$ cat src/rtl/melody_sequencer_if.sv
// ROM address/data bus between the melody sequencer and the combinational note ROM.
interface melody_sequencer_if #(
    parameter int BW    = 16,
    parameter int IDX_W = 6
);
    logic [IDX_W-1:0] note_index_o;
    logic [BW-1:0]    divider_value_i;

    modport master (output note_index_o, input divider_value_i);
    modport slave  (input note_index_o, output divider_value_i);
endinterface

$ cat src/rtl/melody_sequencer.sv
// Melody sequencer: steps a note index through the ROM at a fixed slot rate and
// turns each returned divider value into a square-wave tone.
module melody_sequencer #(
    parameter int BW        = 16,
    parameter int IDX_W     = 6,
    parameter int NUM_NOTES = 64,
    parameter int TICK_DIV  = 1500000
) (
    input  logic                clk_i,
    input  logic                rst_n_i,
    input  logic                enable_i,
    input  logic                loop_i,
    melody_sequencer_if.master  rom,
    output logic                tone_o,
    output logic                playing_o,
    output logic                done_o
);

    localparam int SW = $clog2(TICK_DIV);
    localparam logic [SW-1:0]    SLOT_LAST = SW'(TICK_DIV - 1);
    localparam logic [IDX_W-1:0] IDX_LAST  = IDX_W'(NUM_NOTES - 1);

    typedef enum logic [1:0] {
        ST_IDLE = 2'd0,
        ST_PLAY = 2'd1,
        ST_DONE = 2'd2
    } state_t;

    state_t           state_q, state_d;
    logic [IDX_W-1:0] idx_q, idx_d;
    logic [SW-1:0]    slot_q, slot_d;
    logic [BW-1:0]    tone_cnt_q, tone_cnt_d;
    logic             tone_q, tone_d;
    logic             playing_q, playing_d;
    logic             done_q, done_d;

    assign rom.note_index_o = idx_q;
    assign tone_o           = tone_q;
    assign playing_o        = playing_q;
    assign done_o           = done_q;

    // State and datapath registers; status flags are registered from the next state.
    always_ff @(posedge clk_i or negedge rst_n_i) begin
        if (!rst_n_i) begin
            state_q    <= ST_IDLE;
            idx_q      <= '0;
            slot_q     <= '0;
            tone_cnt_q <= '0;
            tone_q     <= 1'b0;
            playing_q  <= 1'b0;
            done_q     <= 1'b0;
        end else begin
            state_q    <= state_d;
            idx_q      <= idx_d;
            slot_q     <= slot_d;
            tone_cnt_q <= tone_cnt_d;
            tone_q     <= tone_d;
            playing_q  <= playing_d;
            done_q     <= done_d;
        end
    end

    // Next-state, slot stepping and tone generation.
    always_comb begin
        state_d    = state_q;
        idx_d      = '0;
        slot_d     = '0;
        tone_cnt_d = '0;
        tone_d     = 1'b0;

        case (state_q)
            ST_IDLE: begin
                if (enable_i) begin
                    state_d = ST_PLAY;
                end else begin
                    state_d = ST_IDLE;
                end
            end

            ST_PLAY: begin
                if (!enable_i) begin
                    state_d = ST_IDLE;
                end else begin
                    if (rom.divider_value_i == {BW{1'b0}}) begin
                        tone_cnt_d = '0;
                        tone_d     = 1'b0;
                    end else if (tone_cnt_q == rom.divider_value_i - BW'(1)) begin
                        tone_cnt_d = '0;
                        tone_d     = ~tone_q;
                    end else begin
                        tone_cnt_d = tone_cnt_q + BW'(1);
                        tone_d     = tone_q;
                    end

                    // Slot end restarts the next note low with a full half-period.
                    if (slot_q == SLOT_LAST) begin
                        slot_d     = '0;
                        tone_cnt_d = '0;
                        tone_d     = 1'b0;
                        if (idx_q < IDX_LAST) begin
                            idx_d = idx_q + IDX_W'(1);
                        end else if (loop_i) begin
                            idx_d = '0;
                        end else begin
                            idx_d   = '0;
                            state_d = ST_DONE;
                        end
                    end else begin
                        slot_d = slot_q + SW'(1);
                        idx_d  = idx_q;
                    end
                end
            end

            ST_DONE: begin
                if (!enable_i) begin
                    state_d = ST_IDLE;
                end else begin
                    state_d = ST_DONE;
                end
            end

            default: begin
                state_d = ST_IDLE;
            end
        endcase

        playing_d = (state_d == ST_PLAY);
        done_d    = (state_d == ST_DONE);
    end

endmodule

$ cat src/flat_wrapper.sv
// flat-port wrapper written by rule: the top's interface ports become plain ports
module melody_sequencer_flat 
#(
    parameter int BW        = 16,
    parameter int IDX_W     = 6,
    parameter int NUM_NOTES = 64,
    parameter int TICK_DIV  = 1500000
)
  (clk_i, rst_n_i, enable_i, loop_i, tone_o, playing_o, done_o, rom_note_index_o, rom_divider_value_i);
  melody_sequencer_if #(.BW(BW), .IDX_W(IDX_W)) rom_i ();
  input  logic clk_i;
  input  logic rst_n_i;
  input  logic enable_i;
  input  logic loop_i;
  output logic tone_o;
  output logic playing_o;
  output logic done_o;
  output wire logic [$bits(rom_i.note_index_o)-1:0] rom_note_index_o;
  input wire logic [$bits(rom_i.divider_value_i)-1:0] rom_divider_value_i;
  assign rom_note_index_o = rom_i.note_index_o;
  assign rom_i.divider_value_i = rom_divider_value_i;
  melody_sequencer #(.BW(BW), .IDX_W(IDX_W), .NUM_NOTES(NUM_NOTES), .TICK_DIV(TICK_DIV)) u_core (.clk_i(clk_i), .rst_n_i(rst_n_i), .enable_i(enable_i), .loop_i(loop_i), .rom(rom_i), .tone_o(tone_o), .playing_o(playing_o), .done_o(done_o));
endmodule
$ cat config.mk
export PLATFORM = sky130hd
export DESIGN_NAME = melody_sequencer_flat
export DESIGN_NICKNAME = d
export VERILOG_FILES = /design/src/rtl/melody_sequencer_if.sv /design/src/rtl/melody_sequencer.sv /design/src/flat_wrapper.sv
export SDC_FILE = /design/constraint.sdc
export NUM_CORES = 1
export LEC_CHECK = 0
export BUFFER_PORTS_ARGS = -buffer_cell sky130_fd_sc_hd__buf_2
export CAP_MARGIN = 20
export CORE_MARGIN = 5
export CORE_UTILIZATION = 50
export CTS_CLUSTER_SIZE = 28
export DETAILED_ROUTE_END_ITERATION = 10
export PLACE_DENSITY_LB_ADDON = 0.08
export SETUP_SLACK_MARGIN = 0.1
export SLEW_MARGIN = 20
export SYNTH_ARGS = -nofsm -noshare
export SYNTH_HDL_FRONTEND = slang
export SYNTH_SLANG_ARGS = --single-unit
$ cat constraint.sdc
create_clock -name clk_i -period 2.5 [get_ports clk_i]
set_input_delay 0.125 -clock clk_i [delete_from_list [all_inputs] [get_ports clk_i]]
set_output_delay 0.125 -clock clk_i [all_outputs]
set_load 0.05 [all_outputs]
==> impl_metrics.tcl, run 1 <==
set metrics [dict create \
    worstPathRequired_ns 2.67 \
    rsz0062_at_grt "true" \
    synth_area_leaders "dfrtp_1, xnor2_1, xor2_1, nor2_1, nor3_1" \
    ir_drop_mv 0.345 \
    r2r-end "u_core.tone_o" \
    cap_viol_max_count 0 \
    criticalPathCategory "flip-flop to flip-flop" \
    slew_violations 0 \
    total_power_mw 1.37 \
    finalWeightedCongestion 0.812 \
    avgRoutedWirePerCell_um 13.9 \
    cts_max_path_buffers 2 \
    drive_gt1_share_pct 17.5 \
    antenna_found_initial 0 \
    placeableCoreArea_um2 5510 \
    post-dp-hpwl_um 4340 \
    rows 27 \
    grt_first_pass_wirelength_um 9790 \
    ys_seq_area_share_pct 42.3 \
    r2r_start "u_core.slot_q[0]" \
    fp.dieW_um 85.4 \
    synth_seq_cells 48 \
    multi_input_area_um2 1590 \
    syn_inst 305 \
    first_pass_iters 4 \
    nets 371 \
    synth_warnings 0 \
    synth_area_um2 2840 \
    path_max_fanout 5 \
    clkSlewWorstSetupHoldPaths_ns 0.08 \
    p_per_area_nw_per_um2 422 \
    synth-simple-area-share_pct 28.6 \
    hold_path_class "input pin to flip-flop" \
    synth_largest_area_cell "dfrtp_1" \
    min_path_cells 2 \
    cts_buffers 5 \
    synth-async-reset-ratio_pct 100 \
    synth_xor_xnor_area_share_pct 16.0 \
    grt_use_total_pct 16.3 \
    fin_skew_ns 0.00405 \
    fp.dieH_um 85.4 \
    netlist-cell-type-count 48 \
    route.detailed.drc 0 \
    setup_viol 0 \
    synth-edff-count 0 \
    synthDominantCellAreaShare_pct 42.3 \
    fillers 490 \
    synth_flop_cell "dfrtp_1" \
    grt_overflow 0 \
    cts-root-buf "clkbuf_8" \
    ant_nets 0 \
    fin_ws_ns 0.190 \
    grt_pass1_vias 2101 \
    dieArea_um2 7290 \
    crit_arrival_ns 2.48 \
    p_leak_nw 1.38 \
    dp_slack_ns 0.0511 \
    ios 29 \
    synthToLayoutAreaGrowth_pct 14.5 \
    wl_um 5830 \
    max_freq_mhz 433 \
    worst-r2r-setup-slack_ns 0.19 \
    holdWs_ns 0.105 \
    synth_common_cells "dfrtp_1, nor2_1, xnor2_1, nor3_1" \
    tns_ns 0 \
    yosysMostFrequentCell "dfrtp_1" \
    cts_tree "done" \
    slew_headroom_pct 60.4 \
    synth_fa_ha_area_share_pct 1.76 \
    drt_iter0_drc 99 \
    worstMarginPinSlew_ns 0.594 \
    period_share_pct 92.4 \
    outcome "complete, no violations" \
    hold_viol 0 \
    end_kind "flip-flop" \
    whs_endpoint "u_core.done_o" \
    clkSinkCount 48 \
    hp-start "enable_i" \
    synth_top_family_by_area "simple AND/OR/NAND/NOR gates" \
    min_period_ns 2.31 \
    area.sequential_um2 1200 \
    grt_max_degree 27 \
    syn_avg_cell_area_um2 9.32 \
    cts.htree.levels 2 \
    clock_latency_ns 0.28 \
    cp-start-kind "flip-flop" \
    port-buffer-count 28 \
    syn-num-nets 329 \
    initial_core_util_pct 51.6 \
    rr_worst_depth 7 \
    via_per_inst 5.36 \
    synth.area.mux_share_pct 0.396 \
    diodes 0 \
    synth_compound_area_share_pct 8.50 \
    vias 2251 \
]
through the flow:
step	area, um^2	util (%)	std cells
2_1_floorplan	2850	-	305
6_report	3250	59.1	420
3_3_place_gp	3130	56.8	409
5_1_grt	3250	59.1	420
3_5_place_dp	3130	56.8	409
4_1_cts	3230	58.6	418
per-layer routing:
layer	vias to the layer above	part of all wire, %	global-route usage (%)
li1	1161	-	-
met1	1059	53	24.7
met2	29	44	24.1
met3	2	2.2	3.01
met4	0	0.48	3.45
met5	-	0	0
final cells by class:
| type | instances | share of cell area (%) |
|---|---|---|
| flip-flops and latches | 48 | 36.9 |
| repair buffers | 41 | 7.50 |
| clock buffers | 8 | 2.77 |
| inverters | 9 | 1.04 |
| multi-input cells | 242 | 49.0 |
| well taps | 72 | 2.77 |
worst max-delay path by stage:
stage,end,slack (ns),start
after detailed placement,u_core.tone_cnt_q[13],0.05,u_core.slot_q[0]
after floorplan,u_core.tone_o,0.09,u_core.slot_q[0]
final,u_core.tone_o,0.19,u_core.slot_q[0]
after CTS,u_core.tone_o,0.17,u_core.slot_q[0]
after global routing,u_core.rom.note_index_o[5],0.1,u_core.slot_q[0]
after global placement,u_core.tone_cnt_q[3],0.11,u_core.slot_q[0]
cell families after synthesis:
kind of cell / after synthesis
AND/OR/NAND/NOR: 151
XOR/XNOR: 52
flip-flops: 48
AO/OA/AOI/OAI: 34
buffers and inverters: 15
adder cells (fa/ha/maj): 4
multiplexers: 1
where the power goes:
group          switching (mW)  total, mW  internal (mW)  leakage, nW
registers             0.00531      0.785          0.780        0.664
logic                  0.0799      0.130         0.0505        0.668
clock network           0.232      0.458          0.226       0.0455
sequential cells by signal, indices dropped and copies added (netlist names):
name	flops
u_core.done_o	1
u_core.tone_o	1
u_core.state_q	2
u_core.playing_o	1
u_core.slot_q	21
u_core.tone_cnt_q	16
u_core.rom.note_index_o	6
worst max-delay path: stages (launching register included):
cell	delay (ns)
dfrtp_1	0.39
ha_2	0.22
nand4_4	0.09
or4_4	0.55
or4_4	0.50
o311ai_4	0.13
nor2_1	0.07
mux2_2	0.26
cell usage in the layout (no fill, tap or decap), types with 2 or more instances in the layout:
master    Yosys  routed
a21oi_1      11      11
and2_1        2       2
and3_1       11      11
buf_2         1      28
buf_4         1      11
clkbuf_1      3       2
clkbuf_8      0       6
dfrtp_1      48      48
ha_1          4       3
inv_1         9       9
nand2_1      24      24
nand2b_1      4       4
nand3_1      17      17
nand3b_1      3       3
nand4_1       8       8
nor2_1       38      38
nor3_1       25      25
nor3b_1       2       2
nor4_1        2       2
nor4_4        2       2
o211ai_1      2       2
o21a_1        3       3
o21ai_0       3       3
o22ai_1       3       3
or2_2         2       2
or3_1         3       3
or4_4         1       2
xnor2_1      28      28
xor2_1       24      24
repair_timing:
action / CTS / global route
hold buffers: 1 / 0
endpoints found under the hold margin: 25 / 0
setup endpoints to repair: 19 / 23
pin swaps: 1 / 0
gates cloned: 0 / 0
resized for setup: 1 / 2
buffers inserted: 0 / 2
No activity file was read; power rests on OpenSTA's default activity.
==> run 2, diff against run 1 <==
CORE_UTILIZATION = 30   (was 50)
==> run 2 against run 1 <==
First-iteration DRC count decreased by 6.1%. Routed wire length increased by 14%. Sequential power about the same. Global-route usage decreased by 4.5 points. Largest power group unchanged. Critical path depth unchanged. Via count increased by 0.80%.
==> impl_metrics.tcl, run 2 (synthesis results as in run 1) <==
set metrics [dict create \
    diodes 0 \
    clkSinkCount 48 \
    vias 2269 \
    grt_use_total_pct 11.8 \
    grt_max_degree 20 \
    cts_buffers 5 \
    first_pass_iters 4 \
    swShare_pct 24.4 \
    clkSlewWorstSetupHoldPaths_ns 0.09 \
    synthToLayoutAreaGrowth_pct 18.5 \
    end_kind "flip-flop" \
    fp.dieW_um 107 \
    largest_reg_flops 21 \
    grt_pass1_vias 2201 \
    port-buffer-count 28 \
    post-dp-hpwl_um 4970 \
    worstMarginPinSlew_ns 0.525 \
    pwr-share-seq_pct 56.1 \
    cts_max_path_buffers 2 \
    path_max_fanout 4 \
    critPathMaxStageDelay_ns 0.55 \
    max_freq_mhz 434 \
    fp.dieH_um 107 \
    nets 375 \
    ios 29 \
    cp-start-kind "flip-flop" \
    fillers 956 \
    dpl-instance-area_um2 3210 \
    antenna_found_initial 0 \
    total_power_mw 1.40 \
    crit_path_top_delay_cell "or4_4" \
    p_leak_nw 1.40 \
    route.detailed.drc 0 \
    holdWs_ns 0.0944 \
    p_per_area_nw_per_um2 416 \
    period_share_pct 92.2 \
    crit_chain "ha_4 > nand4_4 > or4_4 > or4_4 > o311ai_4 > nor2_1 > mux2_2" \
    rows 35 \
    ir_drop_mv 0.258 \
    drive_gt1_share_pct 18.8 \
    finalCoreUtilization_pct 36.4 \
    mostFrequentLayoutCells "dfrtp_1, nor2_1, xnor2_1, buf_2, nor3_1" \
    slew_violations 0 \
    cpMostUsedCell "or4_4" \
    pwr-share-comb_pct 9.8 \
    final_area_um2 3370 \
    finalWeightedCongestion 0.739 \
    power.switching_mw 0.341 \
    criticalPathCategory "flip-flop to flip-flop" \
    min_period_ns 2.30 \
    grt_overflow 0 \
    regMostFlops "u_core.slot_q" \
    fin_skew_ns 0.00605 \
    ant_nets 0 \
    dieArea_um2 11500 \
    grt_first_pass_wirelength_um 11000 \
    avgRoutedWirePerCell_um 13.8 \
    placeableCoreArea_um2 9240 \
    initial_core_util_pct 30.8 \
    slew_headroom_pct 64.9 \
    power.internal_mw 1.06 \
    cts.htree.levels 2 \
    tns_ns 0 \
    mostFrequentLayoutCell "dfrtp_1" \
    cts-root-buf "clkbuf_8" \
    wl_um 6650 \
    drt_iter0_drc 93 \
    cap_viol_max_count 0 \
    clkPwrFrac_pct 34.1 \
    via_per_inst 4.72 \
    crit_arrival_ns 2.49 \
    cts_tree "done" \
    hold_viol 0 \
    outcome "complete, no violations" \
    hold_path_class "input pin to flip-flop" \
    worstPathRequired_ns 2.68 \
    rsz0062_at_grt "true" \
    setup_viol 0 \
    clock_latency_ns 0.29 \
]
-- run 2: cell types whose count changed in the layout (fill, tap and decap cells not counted) --
cell	previous run	this run
a2111oi_0	1	0
a2111oi_2	0	1
ha_4	0	1
buf_6	1	0
buf_4	11	16
ha_2	1	0
a21boi_0	1	0
a21boi_1	1	2
-- run 2: stage by stage --
| step | worst slack (ns) | cells |
|---|---|---|
| 2_1_floorplan | 0.0882 | 305 |
| 3_3_place_gp | 0.102 | 468 |
| 3_5_place_dp | 0.00918 | 468 |
| 4_1_cts | 0.129 | 478 |
| 5_1_grt | 0.0967 | 481 |
| 6_report | 0.195 | 481 |
-- run 2: worst paths after layout --
check                                       start              endpoint  slack (ns)  cells past startpoint
worst min register to register  u_core.state_q[0]     u_core.state_q[0]        0.51                      1
min in group asynchronous                 rst_n_i      u_core.slot_q[9]        0.27                      2
max in group asynchronous                 rst_n_i  u_core.tone_cnt_q[9]        1.66                      3
worst max register to register   u_core.slot_q[1]         u_core.tone_o        0.20                      7
worst max-delay path             u_core.slot_q[1]         u_core.tone_o        0.20                      7
worst min-delay path                     enable_i     u_core.state_q[1]        0.09                      2
-- run 2: power groups by stage --
stage                     Clock [mW]  Sequential (mW)  Combinational [mW]
final                          0.478            0.786               0.138
after global placement             0            0.801               0.136
after detailed placement           0            0.801               0.135
after global routing           0.535            0.787               0.155
after CTS                      0.499            0.785               0.137
after floorplan                    0            0.803              0.0624
-- run 2: layout make-up --
class / count / area, um^2 / area share [%]
Clock buffer: 8 / 90.1 / 2.68
Tap cell: 129 / 161 / 4.79
Sequential cell: 48 / 1200 / 35.7
Multi-Input combinational cell: 242 / 1610 / 47.8
Timing Repair Buffer: 45 / 270 / 8.03
Inverter: 9 / 33.8 / 1.00
-- run 2: repair_timing --
action,CTS,global route
endpoints found under the hold margin,13,0
buffers inserted,1,3
hold buffers,1,0
setup endpoints to repair,19,41
resized for setup,0,6
pin swaps,1,0
-- run 2: per-layer routing --
metal,wire length [um],GRT usage (%)
met4,0,2.19
met3,165,2.34
met2,2910,17.2
met5,0,0
met1,3570,18.0
-- run 2: critical path, delay by kind of cell (launching register included) --
family	cells	cell delay, ns
AND/OR/NAND/NOR	4	1.19
flip-flops	1	0.42
multiplexers	1	0.27
AO/OA/AOI/OAI	1	0.13
adder cells (fa/ha/maj)	1	0.18
